**config.mk**
```make
export PLATFORM = sky130hd
export DESIGN_NAME = xnor_cmp_pipe
export DESIGN_NICKNAME = d
export VERILOG_FILES = /design/src/rtl/xnor_cmp_pipe.sv
export SDC_FILE = /design/constraint.sdc
export NUM_CORES = 1
export LEC_CHECK = 0
export ABC_AREA = 1
export CORE_MARGIN = 2
export CORE_UTILIZATION = 35
export DETAILED_ROUTE_END_ITERATION = 8
export GPL_TIMING_DRIVEN = 0
export PLACE_DENSITY = 0.75
export SETUP_SLACK_MARGIN = 0.1
export SLEW_MARGIN = 20
export SYNTH_ARGS = -nofsm -noshare
export SYNTH_HDL_FRONTEND = slang
export SYNTH_SLANG_ARGS = --single-unit
```
**constraint.sdc**
```tcl
create_clock -name clk -period 0.95 [get_ports clk]
set_input_delay 0.095 -clock clk [delete_from_list [all_inputs] [get_ports clk]]
set_output_delay 0.095 -clock clk [all_outputs]
set_load 0.01 [all_outputs]
```
**src/rtl/xnor_cmp_pipe.sv**
```systemverilog
// Two-stage valid/ready pipelined XNOR/XOR comparator with equality flag and match count.
// Build with XNOR_CMP_POPCNT_EN defined to include the match_cnt popcount; otherwise match_cnt is 0.
module xnor_cmp_pipe #(
  parameter  int WIDTH = 8,
  localparam int CNTW  = $clog2(WIDTH + 1)
) (
  input  logic             clk,
  input  logic             reset,
  input  logic             in_valid,
  output logic             in_ready,
  input  logic [WIDTH-1:0] a,
  input  logic [WIDTH-1:0] b,
  input  logic             xor_mode,
  output logic             out_valid,
  input  logic             out_ready,
  output logic [WIDTH-1:0] y,
  output logic             eq,
  output logic [CNTW-1:0]  match_cnt
);

  logic             s1_valid;
  logic [WIDTH-1:0] v1;
  logic             mode1;
  logic             s2_valid;
  logic             s1_adv;
  logic             s2_adv;
  logic             in_fire;
  logic             s2_load;

  assign s2_adv    = !s2_valid || out_ready;
  assign s1_adv    = !s1_valid || s2_adv;
  assign in_ready  = s1_adv;
  assign in_fire   = in_valid && s1_adv;
  // Data flops only move on a real transfer so results stay put while empty.
  assign s2_load   = s2_adv && s1_valid;
  assign out_valid = s2_valid;

  always_ff @(posedge clk or posedge reset) begin
    if (reset) begin
      s1_valid <= 1'b0;
      v1       <= '0;
      mode1    <= 1'b0;
    end else if (in_fire) begin
      s1_valid <= 1'b1;
      v1       <= a ~^ b;
      mode1    <= xor_mode;
    end else if (s1_adv) begin
      s1_valid <= 1'b0;
    end
  end

  always_ff @(posedge clk or posedge reset) begin
    if (reset) begin
      s2_valid <= 1'b0;
      y        <= '0;
      eq       <= 1'b0;
    end else if (s2_adv) begin
      s2_valid <= s1_valid;
      if (s2_load) begin
        y  <= mode1 ? ~v1 : v1;
        eq <= &v1;
      end
    end
  end

`ifdef XNOR_CMP_POPCNT_EN
  logic [CNTW-1:0] pop1;

  always_comb begin
    pop1 = '0;
    for (int i = 0; i < WIDTH; i++) pop1 = pop1 + CNTW'(v1[i]);
  end

  always_ff @(posedge clk or posedge reset) begin
    if (reset) match_cnt <= '0;
    else if (s2_load) match_cnt <= pop1;
  end
`else
  assign match_cnt = '0;
`endif

endmodule
```
* Yosys cells after proc, flatten, opt, wreduce, memory -nomap -nowiden
Index checks and enable logic that the tools add are counted.
** Storage, ports and cells
- Register bits after elaboration :: 20
- Output and inout bits :: 15
- Logic and storage cells :: 20
** Operators by class
- Multiplexer cells :: 3
- Bitwise operators :: 2
- Reductions and logical operators :: 9
** Operator list (number)
- $mux 8 :: 1
- $not 8->8 :: 1
- $reduce_and 8->1 :: 1
- $xnor 8x8->8 :: 1
- $logic_and 1x1->1 :: 2
- $logic_not 1->1 :: 2
- $logic_or 1x1->1 :: 2
- $mux 1 :: 2
- $reduce_and 2->1 :: 1
- $reduce_bool 2->1 :: 1

* Longest topological paths before layout
- Depth after elaboration :: 5
- Depth in mapped cells :: 5

* Worst setup path after synthesis
Ideal clock, no wire load.
- Path type :: register to register
- Start :: register s2_valid (netlist: out_valid)
- End :: register v1[0]
- Setup time :: 0.117 ns
- Arrival time :: 0.855 ns
- Required time :: 0.833 ns
- Setup slack :: -0.022 ns
- Stages on the path, launching flop included :: 5
- Buffers on the path :: 1
- Clock period less this slack :: 0.972 ns
- Cells stage by stage :: dfrtp_1 > nand3_2 > buf_6 > nand3_1 > nand2_1
** Between the ends
- Word-level cells in the longest chain between the ends :: 4
** Ends and longest elaborated chain
- start, declared :: RTL line 24 : logic s2_valid;
- start signal, assigned :: RTL line 58 : s2_valid <= s1_valid;
- $logic_not 1->1 :: RTL line 30 : assign s2_adv = !s2_valid || out_ready;
- $logic_or 1x1->1 :: RTL line 30
- $logic_or 1x1->1 :: RTL line 31 : assign s1_adv = !s1_valid || s2_adv;
- named net in_ready :: RTL line 10 : output logic in_ready,
- $logic_and 1x1->1 :: RTL line 33 : assign in_fire = in_valid && s1_adv;
- end signal, assigned :: RTL line 45 : v1 <= a ~^ b;
- end, declared :: RTL line 22 : logic [WIDTH-1:0] v1;
The timed path passes the listed nets, and every way through them passes these cells.
A chain may end at the register's enable or synchronous reset.

* Worst setup path after layout
- Start :: register s2_valid (netlist: out_valid)
- End :: output in_ready
** Between the ends
- Word-level cells in the longest chain between the ends :: 3
** Ends and longest elaborated chain (RTL line)
- $logic_not 1->1 :: 30
- $logic_or 1x1->1 :: 30
- $logic_or 1x1->1 :: 31
- end, declared :: 10
No other way between the ends.

==> results.sh <==
export IMPL_ctsHtreeMaxLevel=1
export IMPL_cts_buffers_inserted=3
export IMPL_post_route_period_util_pct=121
export IMPL_insertion_delay_ns=0.31
export IMPL_startpoint="out_valid$_DFFE_PP0N_"
export IMPL_status="finished, violations left"
export IMPL_drt_iter0_drc=38
export IMPL_path_class="reg2out"
export IMPL_power_share_clock_pct=17.3
export IMPL_reg2regPathDepth=7
export IMPL_r2r_slack_ns=-0.19
export IMPL_cp_slowest_cell="dfrtp_2"
export IMPL_violations="negative setup slack"
export IMPL_clock_root_buffer="clkbuf_4"
export IMPL_cts_tree="done"
export IMPL_setup_ws_ns=-0.197
export IMPL_timing_rr_start="out_valid$_DFFE_PP0N_"
export IMPL_fin_crit_ns=1.15
export IMPL_die_y_um=59.6
export IMPL_multi_input_area_um2=661
export IMPL_drive_gt1_share_pct=36.5
export IMPL_worstSetupEndpoint="in_ready"
export IMPL_track_usage_pct=15.8
export IMPL_power_leakage_nw=0.975
export IMPL_final_seq_area_um2=502
export IMPL_fin_setup_tns_ns=-3.32
export IMPL_fp_dieW_um=59.6
export IMPL_n_fill_cell=271
export IMPL_hp_class="in2reg"
export IMPL_p_seq_share_pct=39.5
export IMPL_cap_violations=0
export IMPL_path_clk_slew_ns=0.12
export IMPL_startpoint_type="flop"
export IMPL_skew_ns=0.00167
export IMPL_layout_common_cells="nand2_1, dfrtp_1, clkdlybuf4s50_1, buf_4, inv_1"
export IMPL_yosysWarnings=0
export IMPL_io_pins=36
export IMPL_grt_pass1_wl_mm=4.29
export IMPL_crit_fanout=2
export IMPL_rows=20
export IMPL_p_sw_share_pct=34.5
export IMPL_worstPathRequired_ns=0.85
export IMPL_start_util_pct=36.1
export IMPL_yosysSeqAreaShare_pct=46.2
export IMPL_gp_congestion=0.717
export IMPL_fmax_mhz=872
export IMPL_wl_per_cell_um=10.6
export IMPL_clk_path_buf_depth=2
export IMPL_wl_mm=2.51
export IMPL_grt_setup_unrepaired="true"
export IMPL_first_pass_iters=5
export IMPL_power_density_nw_per_um2=1670
export IMPL_hold_buffers=0
export IMPL_grt_antenna_before_repair=0
export IMPL_finalSetupViolations=22
export IMPL_avgSynthCellArea_um2=7.42
export IMPL_io_buffers=30
export IMPL_num_nets_final=225
export IMPL_crit_buf_inv=2
export IMPL_coreArea_um2=3000
export IMPL_crit_family="flip-flops"
export IMPL_crit_chain="nand3_4, buf_8, buf_6"
export IMPL_ys_ff_latch=20
export IMPL_drc=0
export IMPL_p_total_mw=2.98
export IMPL_die_area_um2=3560
export IMPL_ant_nets=0
export IMPL_reg2reg_to="v1[6]$_DFFE_PP0P_"
export IMPL_cp_num_cells=3
export IMPL_hold_violations=0
export IMPL_slew_viol_final=0
export IMPL_num_vias=1045
export IMPL_viasPerCell=4.43
export IMPL_syn_inst=146
export IMPL_whs_ns=0.0728
export IMPL_post_route_util_pct=59.6
export IMPL_comb_power_share_pct=43.2
export IMPL_arrival_ns=1.05
export IMPL_grt_max_degree=21
export IMPL_area_delta_synth_final_pct=65.1
export IMPL_synth_area_um2=1080
export IMPL_end_kind="output port"
export IMPL_cts_sinks=20
export IMPL_cpPeakStageDelay_ns=0.42
export IMPL_diodes=0
export IMPL_final_common_cell="nand2_1"
export IMPL_gr_total_overflow=0
export IMPL_power_internal_mw=1.95
export IMPL_switching_power_mw=1.03
export IMPL_dp_hpwl_mm=1.43
export IMPL_vdd_drop_max_mv=0.579
export IMPL_yosysUniqueCellTypes=13
export IMPL_first_global_vias=1003
synth_stat cells:
library cell | instances | area share, %
inv_2 | 1 | 0.35
nand2_2 | 2 | 1.2
nor2_1 | 2 | 0.69
buf_4 | 5 | 3.5
conb_1 | 1 | 0.35
a21oi_4 | 1 | 1.5
nand3_1 | 10 | 4.6
nand3_2 | 1 | 0.92
xor2_1 | 8 | 6.5
buf_6 | 2 | 2.1
nand2_1 | 75 | 26
dfrtp_1 | 20 | 46
inv_1 | 18 | 6.2
logic make-up (layout without fill, tap and decap cells):
family | after synthesis | in the layout | share of synthesized area (%)
simple gates | 90 | 92 | 33.4
buf+inv | 26 | 77 | 12.1
flops | 20 | 20 | 46.2
xor+xnor | 8 | 8 | 6.47
other cells | 1 | 4 | 0.346
compound gates | 1 | 2 | 1.50
area by class of cell:
| cell class | count | share of cell area (%) |
|---|---|---|
| inverter | 19 | 4.34 |
| tap | 33 | 2.31 |
| multi-input combinational | 106 | 36.9 |
| buffer | 7 | 3.57 |
| sequential | 20 | 28.0 |
| timing repair buffer | 47 | 22.8 |
| clock buffer | 4 | 2.03 |
sequential cells by signal, summed over array words and instances (netlist names):
signal / cells
v1: 8
mode1: 1
s1_valid: 1
out_valid: 1
y: 8
eq: 1
layer usage:
metal	wire [um]	global-route usage, %	vias to the layer above
met5	0	0	-
met4	46	5.71	0
met3	88	0.873	5
met2	1270	28.3	28
met1	1100	19.9	467
li1	-	-	545
repair_timing:
action / CTS / global route
hold endpoints to repair: 0 / 0
setup endpoints to repair: 30 / 34
resized for setup: 61 / 25
setup buffers: 16 / 1
pin swaps: 5 / 14
gates cloned: 3 / 0
power groups by stage:
stage / Sequential (mW) / Combinational, mW / Clock, mW
final: 1.18 / 1.29 / 0.515
after global routing: 1.20 / 1.42 / 0.536
after CTS: 1.16 / 1.13 / 0.505
after detailed placement: 1.20 / 0.904 / 0
after global placement: 1.20 / 0.890 / 0
after floorplan: 1.25 / 0.424 / 0
tightest hold or removal path: stages:
cell     delay (ns)
buf_6          0.15
nand3_2        0.08
nand2_1        0.04
stage by stage:
step | worst slack, ns | std cells | instance area (um^2)
finish | -0.197 | 236 | 1790
global route | -0.239 | 236 | 1790
CTS | -0.190 | 235 | 1680
detailed placement | -0.618 | 212 | 1480
global placement | -0.615 | 212 | 1480
floorplan | 0.0565 | 149 | 1140
worst min path at each step:
stage          cells after the start                end     start
6_report                           3  v1[6]$_DFFE_PP0P_  in_valid
5_1_grt                            3  v1[2]$_DFFE_PP0P_  in_valid
4_1_cts                            3  v1[6]$_DFFE_PP0P_  in_valid
3_5_place_dp                       3  v1[6]$_DFFE_PP0P_  in_valid
3_3_place_gp                       3  v1[3]$_DFFE_PP0P_  in_valid
2_1_floorplan                      1     eq$_DFFE_PP0P_     reset
No activity file was read; power rests on OpenSTA's default activity.
